--- src/rtl/oven_pkg.sv ---
// Shared types and constants for the oven cook timer.
package oven_pkg;

  typedef enum logic [2:0] {
    ST_IDLE  = 3'd0,
    ST_ENTRY = 3'd1,
    ST_COOK  = 3'd2,
    ST_PAUSE = 3'd3,
    ST_DONE  = 3'd4
  } state_t;

  localparam logic [3:0] BCD_MAX      = 4'd9;
  localparam logic [3:0] SEC_TENS_MAX = 4'd5;

  // Entry order of the digits as keyed by the user.
  localparam logic [1:0] DIG_MIN_TENS = 2'd0;
  localparam logic [1:0] DIG_MIN_ONES = 2'd1;
  localparam logic [1:0] DIG_SEC_TENS = 2'd2;
  localparam logic [1:0] DIG_SEC_ONES = 2'd3;

  // Limit a keyed value to what the addressed digit can legally hold.
  function automatic logic [3:0] clamp_digit(input logic [3:0] v, input logic [1:0] pos);
    logic [3:0] lim;
    lim = (pos == DIG_SEC_TENS) ? SEC_TENS_MAX : BCD_MAX;
    return (v > lim) ? lim : v;
  endfunction

endpackage

--- src/rtl/oven_debounce.sv ---
// Synchronizer plus stability filter for one asynchronous switch input.
// The output only follows the input once it has held steady for CYCLES clocks.
module oven_debounce #(
  parameter int unsigned CYCLES    = 1_000_000,
  parameter logic        RESET_VAL = 1'b0
) (
  input  logic clk,
  input  logic rst_n,
  input  logic din,
  output logic dout
);

  localparam int unsigned CW = (CYCLES > 1) ? $clog2(CYCLES) : 1;

  logic          s1;
  logic          s2;
  logic [CW-1:0] cnt;

  // Two-flop sync, then count consecutive cycles of disagreement before accepting.
  always_ff @(posedge clk or negedge rst_n) begin
    if (!rst_n) begin
      s1   <= RESET_VAL;
      s2   <= RESET_VAL;
      dout <= RESET_VAL;
      cnt  <= '0;
    end else begin
      s1 <= din;
      s2 <= s1;
      if (s2 != dout) begin
        if (cnt == CW'(CYCLES - 1)) begin
          dout <= s2;
          cnt  <= '0;
        end else begin
          cnt <= cnt + 1'b1;
        end
      end else begin
        cnt <= '0;
      end
    end
  end

endmodule

--- src/rtl/oven_cook_controller.sv ---
// Oven cook timer sequencer: MM:SS digit entry, 1 Hz BCD countdown,
// heater/alarm control. Define OVEN_DEBOUNCE_EN to filter the switch inputs.
module oven_cook_controller
  import oven_pkg::*;
#(
  parameter int unsigned TICK_DIV        = 50_000_000,
  parameter int unsigned DONE_SECONDS    = 5,
  parameter int unsigned DEBOUNCE_CYCLES = 1_000_000
) (
  input  logic       clk,
  input  logic       rst_n,
  input  logic [3:0] in,
  input  logic       pushButton,
  input  logic       onOff,
  output logic [3:0] min_tens,
  output logic [3:0] min_ones,
  output logic [3:0] sec_tens,
  output logic [3:0] sec_ones,
  output logic       heater_on,
  output logic       alarm,
  output logic [2:0] state_o,
  output logic [1:0] entry_pos
);

  localparam int unsigned PW = (TICK_DIV > 1) ? $clog2(TICK_DIV) : 1;
  localparam int unsigned DW = (DONE_SECONDS > 1) ? $clog2(DONE_SECONDS) : 1;

  state_t          state, state_n;
  logic [3:0][3:0] dig, dig_n, dec;   // [3]=min_tens .. [0]=sec_ones
  logic [1:0]      pos, pos_n;
  logic [PW-1:0]   presc;
  logic [DW-1:0]   done_cnt;
  logic            presc_clr;
  logic            btn_s, on_s, btn_q, on_q;
  logic            btn_pulse, on_rise, on_fall, btn_eff, tick;

`ifdef OVEN_DEBOUNCE_EN
  oven_debounce #(.CYCLES(DEBOUNCE_CYCLES), .RESET_VAL(1'b0)) u_db_btn (
    .clk(clk), .rst_n(rst_n), .din(pushButton), .dout(btn_s)
  );
  oven_debounce #(.CYCLES(DEBOUNCE_CYCLES), .RESET_VAL(1'b1)) u_db_on (
    .clk(clk), .rst_n(rst_n), .din(onOff), .dout(on_s)
  );
`else
  logic btn_m, on_m;

  // Two-flop synchronizers; onOff resets high so a switch left on gives no start.
  always_ff @(posedge clk or negedge rst_n) begin
    if (!rst_n) begin
      btn_m <= 1'b0;
      btn_s <= 1'b0;
      on_m  <= 1'b1;
      on_s  <= 1'b1;
    end else begin
      btn_m <= pushButton;
      btn_s <= btn_m;
      on_m  <= onOff;
      on_s  <= on_m;
    end
  end
`endif

  // Previous-cycle copies of the synchronized levels for edge detection.
  always_ff @(posedge clk or negedge rst_n) begin
    if (!rst_n) begin
      btn_q <= 1'b0;
      on_q  <= 1'b1;
    end else begin
      btn_q <= btn_s;
      on_q  <= on_s;
    end
  end

  assign btn_pulse = btn_s & ~btn_q;
  assign on_rise   = on_s & ~on_q;
  assign on_fall   = ~on_s & on_q;
  // An onOff edge in the same cycle takes precedence; the key press is lost.
  assign btn_eff   = btn_pulse & ~on_rise & ~on_fall;
  assign tick      = (presc == PW'(TICK_DIV - 1)) && (state == ST_COOK || state == ST_DONE);

  // Prescaler: runs in COOK and DONE, frozen elsewhere, zeroed when cooking starts.
  always_ff @(posedge clk or negedge rst_n) begin
    if (!rst_n) begin
      presc <= '0;
    end else if (presc_clr) begin
      presc <= '0;
    end else if (state == ST_COOK || state == ST_DONE) begin
      presc <= (presc == PW'(TICK_DIV - 1)) ? '0 : presc + 1'b1;
    end
  end

  // Alarm duration counter, counts ticks spent in DONE.
  always_ff @(posedge clk or negedge rst_n) begin
    if (!rst_n) begin
      done_cnt <= '0;
    end else if (state != ST_DONE) begin
      done_cnt <= '0;
    end else if (tick) begin
      done_cnt <= done_cnt + 1'b1;
    end
  end

  // One-second BCD decrement of MM:SS with borrow chain.
  always_comb begin
    dec = dig;
    if (dig[0] != 4'd0) begin
      dec[0] = dig[0] - 4'd1;
    end else begin
      dec[0] = BCD_MAX;
      if (dig[1] != 4'd0) begin
        dec[1] = dig[1] - 4'd1;
      end else begin
        dec[1] = SEC_TENS_MAX;
        if (dig[2] != 4'd0) begin
          dec[2] = dig[2] - 4'd1;
        end else begin
          dec[2] = BCD_MAX;
          dec[3] = dig[3] - 4'd1;
        end
      end
    end
  end

  // Next-state, digit and entry-pointer logic.
  always_comb begin
    state_n   = state;
    dig_n     = dig;
    pos_n     = pos;
    presc_clr = 1'b0;
    case (state)
      ST_IDLE: begin
        if (btn_eff) begin
          state_n = ST_ENTRY;
          dig_n   = '0;
          pos_n   = DIG_MIN_TENS;
        end
      end
      ST_ENTRY: begin
        if (on_rise && dig != '0) begin
          state_n   = ST_COOK;
          presc_clr = 1'b1;
        end else if (btn_eff) begin
          dig_n[2'd3 - pos] = clamp_digit(in, pos);
          pos_n             = pos + 2'd1;
        end
      end
      ST_COOK: begin
        if (on_fall) begin
          state_n = ST_PAUSE;
        end else if (tick) begin
          dig_n = dec;
          if (dig == 16'h0001) state_n = ST_DONE;
        end
      end
      ST_PAUSE: begin
        if (on_rise) begin
          state_n = ST_COOK;
        end else if (btn_eff) begin
          state_n = ST_IDLE;
          dig_n   = '0;
        end
      end
      ST_DONE: begin
        if (on_fall || btn_eff) begin
          state_n = ST_IDLE;
        end else if (tick && done_cnt == DW'(DONE_SECONDS - 1)) begin
          state_n = ST_IDLE;
        end
      end
      default: state_n = ST_IDLE;
    endcase
  end

  // State, digits and the registered heater/alarm drives.
  always_ff @(posedge clk or negedge rst_n) begin
    if (!rst_n) begin
      state     <= ST_IDLE;
      dig       <= '0;
      pos       <= DIG_MIN_TENS;
      heater_on <= 1'b0;
      alarm     <= 1'b0;
    end else begin
      state     <= state_n;
      dig       <= dig_n;
      pos       <= pos_n;
      heater_on <= (state == ST_COOK);
      alarm     <= (state == ST_DONE);
    end
  end

  assign min_tens  = dig[3];
  assign min_ones  = dig[2];
  assign sec_tens  = dig[1];
  assign sec_ones  = dig[0];
  assign state_o   = state;
  assign entry_pos = pos;

endmodule

--- config.mk ---
export PLATFORM = sky130hd
export DESIGN_NAME = oven_cook_controller
export DESIGN_NICKNAME = d
export VERILOG_FILES = /design/src/rtl/oven_pkg.sv /design/src/rtl/oven_debounce.sv /design/src/rtl/oven_cook_controller.sv
export SDC_FILE = /design/constraint.sdc
export NUM_CORES = 1
export LEC_CHECK = 0
export BUFFER_PORTS_ARGS = -buffer_cell sky130_fd_sc_hd__buf_4
export CORE_ASPECT_RATIO = 0.9
export CORE_MARGIN = 5
export CORE_UTILIZATION = 43
export DETAILED_ROUTE_END_ITERATION = 8
export PLACE_DENSITY_LB_ADDON = 0.2
export SYNTH_ARGS = -nofsm -noshare
export SYNTH_HDL_FRONTEND = slang
export SYNTH_SLANG_ARGS = --single-unit
--- constraint.sdc ---
create_clock -name clk -period 2.8 [get_ports clk]
set_clock_uncertainty 0.2 [all_clocks]
set_input_delay 0.56 -clock clk [delete_from_list [all_inputs] [get_ports clk]]
set_output_delay 0.56 -clock clk [all_outputs]
set_load 0.1 [all_outputs]
==> metrics.md <==
| Metric | Value |
|---|---|
| Status | completed |
| Cts hold-fix bufs | 0 |
| Worst path max stage delay | 0.53 ns |
| Pwr dens | 1040 nW/µm² |
| DRC viols | 0 |
| Ys flop type | dfrtp_1 |
| Synthesis-to-finish area growth | 20.4% |
| Syn nets | between 400 and 500 |
| Synth Area in Adders | approximately 4.6% |
| DP HPWL | 6.06 mm |
| Max Fclk | approximately 0.38 GHz |
| H-tree depth | 3 |
| Grt ovf | 0 |
| Post-Synthesis Cells | 397 |
| Critical path peak fanout | 6 |
| Post-Syn Area | about 3500 µm² |
| CP dominant cell by count | o21ai_0 |
| Cell row count | 31 |
| Startpoint types | flop |
| Final Cycle Share | between 90 and 100% |
| Hold Slack | around 0.075 ns |
| Top cells by area, synth | dfrtp_1 39%, ha_1 4.6%, nor2_1 4.5%, xnor2_1 4.2%, nand2_1 4.1% |
| CP delay by family, top | simple AND/OR/NAND/NOR gates |
| Most frequent cells in the layout | 51 x buf_4, 44 x dfrtp_1, 41 x nor2_1, 38 x nand2_1, 25 x o21ai_0 |
| Power share of the clock group | between 10% and 20% |
| Int Pwr | about 2.2 mW |
| Port buffer count | 30 |
| Antenna viol nets, final | 0 |
| Synth Area in Compound Gates | 17.5% |
| First-pass GRT wire length | 14.7 mm |
| Worst slew pin tran | about 0.75 ns |
| Mapped Avg Cell Area | slightly below 9 µm² |
| DRT Pass-1 Iters | 5 |
| CORE AREA | approximately 8000 µm² |
| P_leak | between 1.5 and 2 nW |
| Setup_tns | 0 ns |
| Most common cell after layout, fill and taps aside | buf_4 |
| Critical path cell sequence | ha_4, nand3_2, or2_1, or4_4, o31a_1, buf_4, o21ai_0, o21ai_0 |
| Post-Synth Simple-Gate Area | approximately a quarter |
| Via density | 5.76 |
| Die Y | approximately 96 µm |
| Yosys top cell area share | 39.2% |
| Ys async rst share | between 90% and 100% |
| Clk slew on worst S/H paths | 0.07 ns |
| Gp weighted congestion | ~0.85 |
| Initial core utilization | 43.9% |
| CP max stage cell | or4_4 |
| Via count | between 3,000 and 4,000 |
| Max VDD drop | about 0.00075 V |
| Worst rel slew slack | between 40% and 50% |
| 1st-iter DRT viols | between 200 and 250 |
| Synth cell types | 59 |
| Comb power frac | between 50% and 60% |
| Ratio of cells with drive above 1 in the final layout | ~22% |
| Initial antenna violation count | 0 |
| Gr usage total | 17.8% |
| Sequential area share after synthesis | 41.4% |
| Critical path endpoint category | flop |
| Post-synth EDFFs | 0 |
| Largest net degree at the start of global routing | around 60 |
| WP data arrival | 2.67 ns |
| Vias in the first global route | roughly 3,000 |
| Die width | approximately 110 µm |
| CP bufs+invs | 1 |
| Slew Limit Fails | 0 |
| Die area | between 10,000 and 15,000 µm² |
| Sw Share | between 40% and 50% |
| Clock Path Buffers | 2 |
| WP data required | 2.80 ns |
| Minimum clock period | about 2.7 ns |
| Clock tree sinks | 58 |
| Final Hold Vio Count | 0 |
| CTS Buf Count | 9 |
| MaxCap Viol Count | 0 |
| Synth Warn # | 0 |
| CTS tree | done |
| Skew-Pair Late Insertion Delay | between 0.3 and 0.4 ns |
| Antenna diodes | 0 |
| Sequential share of power | about a quarter |
| RSZ-0062 raised after global routing | no |
| Total routed wirelength | slightly below 9 mm |
| I/O pins | 31 |
| Sw power | around 2.2 mW |
| CTS Root Cell | clkbuf_8 |
| Combinational family with the most area after synthesis | simple AND/OR/NAND/NOR gates |
| Multiplexer area fraction after synthesis | roughly 1.2% |
| Nets | 464 |
| Xor and xnor area share after synthesis | 5.24% |
| Setup CP Type | flop to flop |
| Hold WC Path Type | input pin to async pin |
| Yosys reg bits | a little under 60 |
| Final Setup Violations | 0 |
| Avg WL per Cell | 15.9 µm |
| Area leader, netlist | dfrtp_1 |
## logic make-up after synthesis
logic type,count (synthesis)
adders and majority gates,13
and+or+nand+nor,176
buffers and inverters,34
AOI/OAI and AO/OA,91
DFF,58
xor gates and xnor gates,21
muxes,4
## per-stage QoR
step | utilization, % | cells | total power [mW] | area [µm²] | setup WS (ns)
global route | 52.9 | 547 | 4.66 | 4230 | 0.00654
global placement | 49.3 | 528 | 3.48 | 3940 | 0.152
finish | 52.9 | 547 | 4.40 | 4230 | 0.134
CTS | 51.9 | 544 | 4.34 | 4150 | 0.0435
floorplan | - | 397 | 2.93 | 3530 | 0.00688
detailed placement | 49.3 | 528 | 3.50 | 3940 | 0.0502
## layout make-up
class	count	area, µm²
well taps	99	124
clock inverters	2	35.0
fillers	724	3760
repair buffers	51	383
multi-input cells	305	1970
clock buffers	14	173
flip-flops and latches	58	1470
inverters	18	67.6
## flip-flops by register name, indices dropped and copies added, names as in the netlist
register,flops
on_q,1
on_s,1
presc,26
heater_on,1
min_ones,4
btn_m,1
alarm,1
min_tens,4
btn_q,1
state_o,3
done_cnt,3
entry_pos,2
sec_tens,4
sec_ones,4
btn_s,1
on_m,1
## worst register-to-register path, delay by kind of cell (launching register included)
family | cells | cell delay [ns]
simple gates | 3 | 0.87
compound gates | 3 | 0.70
flops | 1 | 0.42
fa+ha+maj | 1 | 0.17
buf+inv | 1 | 0.17
## power groups by stage
stage	clock network (mW)	logic (mW)	registers [mW]
after floorplan	0	1.02	1.91
after global placement	0	2.31	1.16
after detailed placement	0	2.33	1.17
after CTS	0.846	2.34	1.15
after global routing	0.870	2.60	1.19
final	0.817	2.42	1.17
## worst paths after layout
check / start / to / slack [ns] / depth (start not counted)
setup / recovery: presc[0]$_DFFE_PN0P_ / sec_tens[3]$_DFFE_PN0P_ / 0.13 / 8
max in group asynchronous: rst_n / state_o[1]$_DFFE_PN0P_ / 1.73 / 1
setup reg to reg: presc[0]$_DFFE_PN0P_ / sec_tens[3]$_DFFE_PN0P_ / 0.13 / 8
min in group clk: onOff / on_m$_DFF_PN1_ / 0.12 / 1
hold / removal: rst_n / sec_tens[3]$_DFFE_PN0P_ / 0.07 / 1
hold reg to reg: btn_m$_DFF_PN0_ / btn_s$_DFF_PN0_ / 0.16 / 0
## cells in the mapped netlist, types with 3 or more instances
cell type / n
xor2_1: 4
nand4_1: 11
nand2_1: 38
dfstp_2: 3
nand4b_1: 4
clkbuf_1: 13
nor3b_1: 7
and3_1: 4
o22ai_1: 7
nand3_1: 17
nor3_1: 13
nor2_1: 42
inv_1: 17
or2_2: 3
or3_1: 6
a22o_1: 8
a31oi_1: 4
nor2b_1: 6
dfrtp_1: 55
o21ai_0: 25
mux2_2: 3
ha_1: 13
and2_1: 3
o32ai_1: 3
o2bb2ai_1: 3
a21oi_1: 17
xnor2_1: 17
or4_1: 3
nor4_1: 9
## repair_timing
item | 4_1_cts | 5_1_grt
hold endpoints to repair | 0 | 0
setup endpoints to repair | 0 | 17
buffers inserted | 0 | 3
resized for setup | 0 | 13
## layer usage
| metal | wire (µm) | up-vias | GRT usage (%) |
|---|---|---|---|
| met1 | 4360 | 1504 | 25.1 |
| met3 | 438 | 9 | 3.29 |
| met4 | 114 | 0 | 6.39 |
| met2 | 3770 | 91 | 27.7 |
| met5 | 0 | - | 0 |
| li1 | - | 1546 | - |
(Power assumes the default switching activity.)
